<file path="src/rtl/rr_arb2_mux_feed.sv">
// -----------------------------------------------------------------------------
// rr_arb2_mux_feed
//
// Two-channel round-robin arbiter with a registered output stage. It sits
// directly in front of a 2:1 mux: the registered grant (sel) drives the mux
// select, and the selected word is presented on a single valid/ready output.
//
// Handshake semantics (all ports): a word moves on a rising clock edge when
// valid and ready are both high in the cycle before that edge. A producer
// holds valid/data stable until it sees ready. The consumer may change ready
// at any time. ready from this block never depends on rst being low for a
// transfer to complete: no transfer completes while rst is high.
//
// Ports
//   clk       : single clock, all state updates on posedge
//   rst       : synchronous, active-high reset
//   i0_valid  : channel 0 has a word
//   i0_data   : channel 0 word
//   i0_ready  : channel 0 word accepted this cycle
//   i1_valid  : channel 1 has a word
//   i1_data   : channel 1 word
//   i1_ready  : channel 1 word accepted this cycle
//   sel       : registered grant, 0 = i0, 1 = i1 (downstream mux select)
//   y_valid   : registered output word valid
//   y_data    : registered output word
//   y_ready   : downstream consumer accepts y_data
//   last_gnt  : channel that won the most recent transfer (priority state)
// -----------------------------------------------------------------------------
module rr_arb2_mux_feed #(
    parameter int WIDTH = 8
) (
    input  logic             clk,
    input  logic             rst,
    input  logic             i0_valid,
    input  logic [WIDTH-1:0] i0_data,
    output logic             i0_ready,
    input  logic             i1_valid,
    input  logic [WIDTH-1:0] i1_data,
    output logic             i1_ready,
    output logic             sel,
    output logic             y_valid,
    output logic [WIDTH-1:0] y_data,
    input  logic             y_ready,
    output logic             last_gnt
);

    logic load;
    logic any_valid;
    logic gnt;

    // Output register is free, or its word leaves this same cycle.
    assign load      = ~y_valid | y_ready;
    assign any_valid = i0_valid | i1_valid;

    // Under contention the channel that did not win last time goes next.
    // With a single requester it wins outright. With no requester gnt is
    // unused (both readies gated by valid), so its value is irrelevant.
    always_comb begin
        gnt = 1'b0;
        if (i0_valid && i1_valid) begin
            gnt = ~last_gnt;
        end else if (i1_valid) begin
            gnt = 1'b1;
        end
    end

    // Gated by rst so that no handshake can appear to complete in a reset cycle.
    assign i0_ready = ~rst & load & i0_valid & ~gnt;
    assign i1_ready = ~rst & load & i1_valid &  gnt;

    always_ff @(posedge clk) begin
        if (rst) begin
            y_valid  <= 1'b0;
            y_data   <= '0;
            sel      <= 1'b0;
            last_gnt <= 1'b1;   // i0 has priority first after reset
        end else if (load) begin
            if (any_valid) begin
                y_data   <= gnt ? i1_data : i0_data;
                sel      <= gnt;
                last_gnt <= gnt;
                y_valid  <= 1'b1;
            end else begin
                // Drain (or stay idle): data and sel keep their last value.
                y_valid  <= 1'b0;
            end
        end
        // Stall (y_valid & ~y_ready): everything holds.
    end

endmodule

</file>
<file path="config.mk">
export PLATFORM = sky130hd
export DESIGN_NAME = rr_arb2_mux_feed
export DESIGN_NICKNAME = d
export VERILOG_FILES = /design/src/rtl/rr_arb2_mux_feed.sv
export SDC_FILE = /design/constraint.sdc
export NUM_CORES = 1
export LEC_CHECK = 0
export BUFFER_PORTS_ARGS = -buffer_cell sky130_fd_sc_hd__buf_2
export CORE_MARGIN = 2
export CORE_UTILIZATION = 39
export DETAILED_ROUTE_END_ITERATION = 16
export PLACE_DENSITY = 0.77
export SYNTH_ARGS = -nofsm -noshare
export SYNTH_HDL_FRONTEND = slang
export SYNTH_SLANG_ARGS = --single-unit
</file>
<file path="constraint.sdc">
create_clock -name clk -period 1.2 [get_ports clk]
set_input_delay 0.06 -clock clk [delete_from_list [all_inputs] [get_ports clk]]
set_output_delay 0.06 -clock clk [all_outputs]
set_load 0.02 [all_outputs]
</file>
==> flow_metrics.env <==
export IMPL_preCtsSetupSlack_ns=-0.00477
export IMPL_ctsHoldBuffers=0
export IMPL_criticalPathCategory="reg2out"
export IMPL_synth_area_leader_cell="dfxtp_1"
export IMPL_die_w_um=40.8
export IMPL_num_rows=13
export IMPL_track_usage_pct=18.4
export IMPL_grt_pass1_vias=455
export IMPL_p_per_area_nw_per_um2=1160
export IMPL_layout_nets=124
export IMPL_core_sq_um=1280
export IMPL_status="complete, but fails checks"
export IMPL_cts_path_max_buffers=2
export IMPL_final_cell_mix="31 x buf_2, 17 x nand2_1, 11 x a21oi_1"
export IMPL_yosys_warnings=0
export IMPL_yosysTopAreaCellShare_pct=41.8
export IMPL_cts_tree="built"
export IMPL_instances_no_fill=117
export IMPL_via_per_inst=5.20
export IMPL_syn_avg_cell_area_sq_um=8.36
export IMPL_wl_per_cell_um=13.2
export IMPL_wirelength_mm=1.54
export IMPL_tightest_slew_ns=0.354
export IMPL_syn_cell_area_sq_um=527
export IMPL_setup_violations_final=1
export IMPL_clkTransAtPathRegs_ns=0.08
export IMPL_grt_pass1_wl_mm=1.94
export IMPL_vias=608
export IMPL_diodes=0
export IMPL_ant_nets=0
export IMPL_holdCritPathClass="in2reg"
export IMPL_fin_util_pct=64.5
export IMPL_period_share_pct=102
export IMPL_dr_pass1_iters=4
export IMPL_rr_startpoint="last_gnt"
export IMPL_crit_arrival_ns=1.16
export IMPL_fmax_ghz=0.817
export IMPL_rrSetupSlack_ns=0.02
export IMPL_rsz0062_at_grt="true"
export IMPL_hold_viol=0
export IMPL_fin_ws_ns=-0.0238
export IMPL_grt_max_degree=14
export IMPL_worstSetupStartpointType="register"
export IMPL_ios=34
export IMPL_synth_compound_area_share_pct=32.1
export IMPL_antenna_found_initial=0
export IMPL_die_area_sq_um=1660
export IMPL_synth_cell_types=18
export IMPL_crit_fanout=4
export IMPL_synthAdderAreaFrac_pct=0
export IMPL_clockRootBuffer="clkbuf_4"
export IMPL_synthMuxAreaShare_pct=0
export IMPL_final_common_cell="buf_2"
export IMPL_setup_tns_ns=-0.0238
export IMPL_place_inst=110
export IMPL_dp_hpwl_mm=1.04
export IMPL_ys_ff_latch=11
export IMPL_grt_ovfl_total=0
export IMPL_post_route_drc_count=0
export IMPL_finalCriticalPeriod_ns=1.22
export IMPL_synth_xor_xnor_area_share_pct=0
export IMPL_synthSimpleGateAreaFrac_pct=19.7
export IMPL_drv_slew=0
export IMPL_port_buffers=33
export IMPL_areaGrowthSynthToFinish_pct=57.2
export IMPL_synth_fp_nets=84
export IMPL_violations="setup timing"
export IMPL_cap_viol_max_count=0
export IMPL_cts_made_buffers=3
export IMPL_worstSetupStartpoint="y_valid"
export IMPL_ys_top_cells_by_area="dfxtp_1 42%, a311oi_1 13%, nand2_1 12%"
export IMPL_endpoint_kind="primary output"
export IMPL_cts_max_level=1
export IMPL_whs_ns=0.0380
export IMPL_initial_core_util_pct=41.0
export IMPL_layout_drive_gt1_share_pct=50.0
export IMPL_vdd_drop_max_uv=663
export IMPL_cts_sinks=11
export IMPL_reg2regPathDepth=4
export IMPL_endpoint="i0_ready"
export IMPL_clock_latency_ns=0.28
export IMPL_die_h_um=40.8
export IMPL_place_gp_congestion=0.691
export IMPL_r2r_end="y_data[5]"
export IMPL_synth_top_family_by_area="compound AO/OA/AOI/OAI gates"
export IMPL_crit_required_ns=1.14
export IMPL_p_leak_nw=0.400
export IMPL_postSynthCellCount=63
export IMPL_skew_ns=0.0120
export IMPL_drtIter0Drc=10
export IMPL_ys_seq_area_share_pct=41.8
export IMPL_slew_limit_headroom_pct=76.4
[state kept, by name, summed over array words and instances, names as in the netlist]
register and cells:
last_gnt 1, sel 1, y_data 8, y_valid 1
[layer usage]
| metal | vias up | track usage (%) | share of wire [%] |
|---|---|---|---|
| li1 | 308 | - | - |
| met5 | - | 0 | 0 |
| met3 | 2 | 4.89 | 4.5 |
| met1 | 279 | 19.3 | 41 |
| met4 | 0 | 7.50 | 0.71 |
| met2 | 19 | 34.1 | 53 |
[worst max-delay path: stages (launching register included)]
cell and delay [ns]:
dfxtp_2 0.33, nor2b_4 0.14, nor4b_4 0.24, buf_4 0.17
[cell usage after synthesis]
library cell and number:
a21oi_1 11, a311oi_1 8, a311o_1 1, clkbuf_1 1
inv_1 1, buf_4 2, or2_1 1, o21ai_0 1
nor4b_1 1, dfxtp_1 11, nor3_1 1, a21bo_1 1
nand2b_1 1, buf_6 1, nor2b_1 1, nor2_1 2
nand2_1 17, a21boi_4 1
[cells by family after synthesis]
logic type,after synthesis
compound gates,23
flops,11
simple gates,24
buf+inv,5
[per-stage QoR]
stage	cell area [sq um]	power, mW
2_1_floorplan	538	0.573
3_3_place_gp	714	0.659
3_5_place_dp	714	0.664
4_1_cts	767	0.934
5_1_grt	828	1.01
6_report	828	0.964
[worst min path at each step]
stage | from | end | slack (ns) | cells after the start
after CTS | i1_data[3] | y_data[3] | 0.04 | 3
after detailed placement | i0_data[4] | y_data[4] | 0.33 | 3
after global routing | i1_data[1] | y_data[1] | 0.03 | 3
final | i1_data[3] | y_data[3] | 0.04 | 3
after floorplan | rst | y_data[6] | 0.13 | 1
after global placement | i0_data[5] | y_data[5] | 0.32 | 3
[power by group]
part | switching (mW) | internal [mW]
Combinational | 0.154 | 0.126
Sequential | 0.0208 | 0.399
Clock | 0.135 | 0.129
Total | 0.310 | 0.654
[cell type report]
class                   instances  area, sq um
multi-input cells              47          323
flip-flops and latches         11          225
repair buffers                 39          231
well taps                      15         18.8
clock buffers                   4         26.3
fillers                       119          457
inverters                       1         3.75
[timing repair]
action,CTS,global route
gates resized for setup,8,7
setup endpoints to repair,9,7
gates cloned,0,0
pin swaps,1,4
setup buffers,1,3
(Power assumes the default switching activity.)
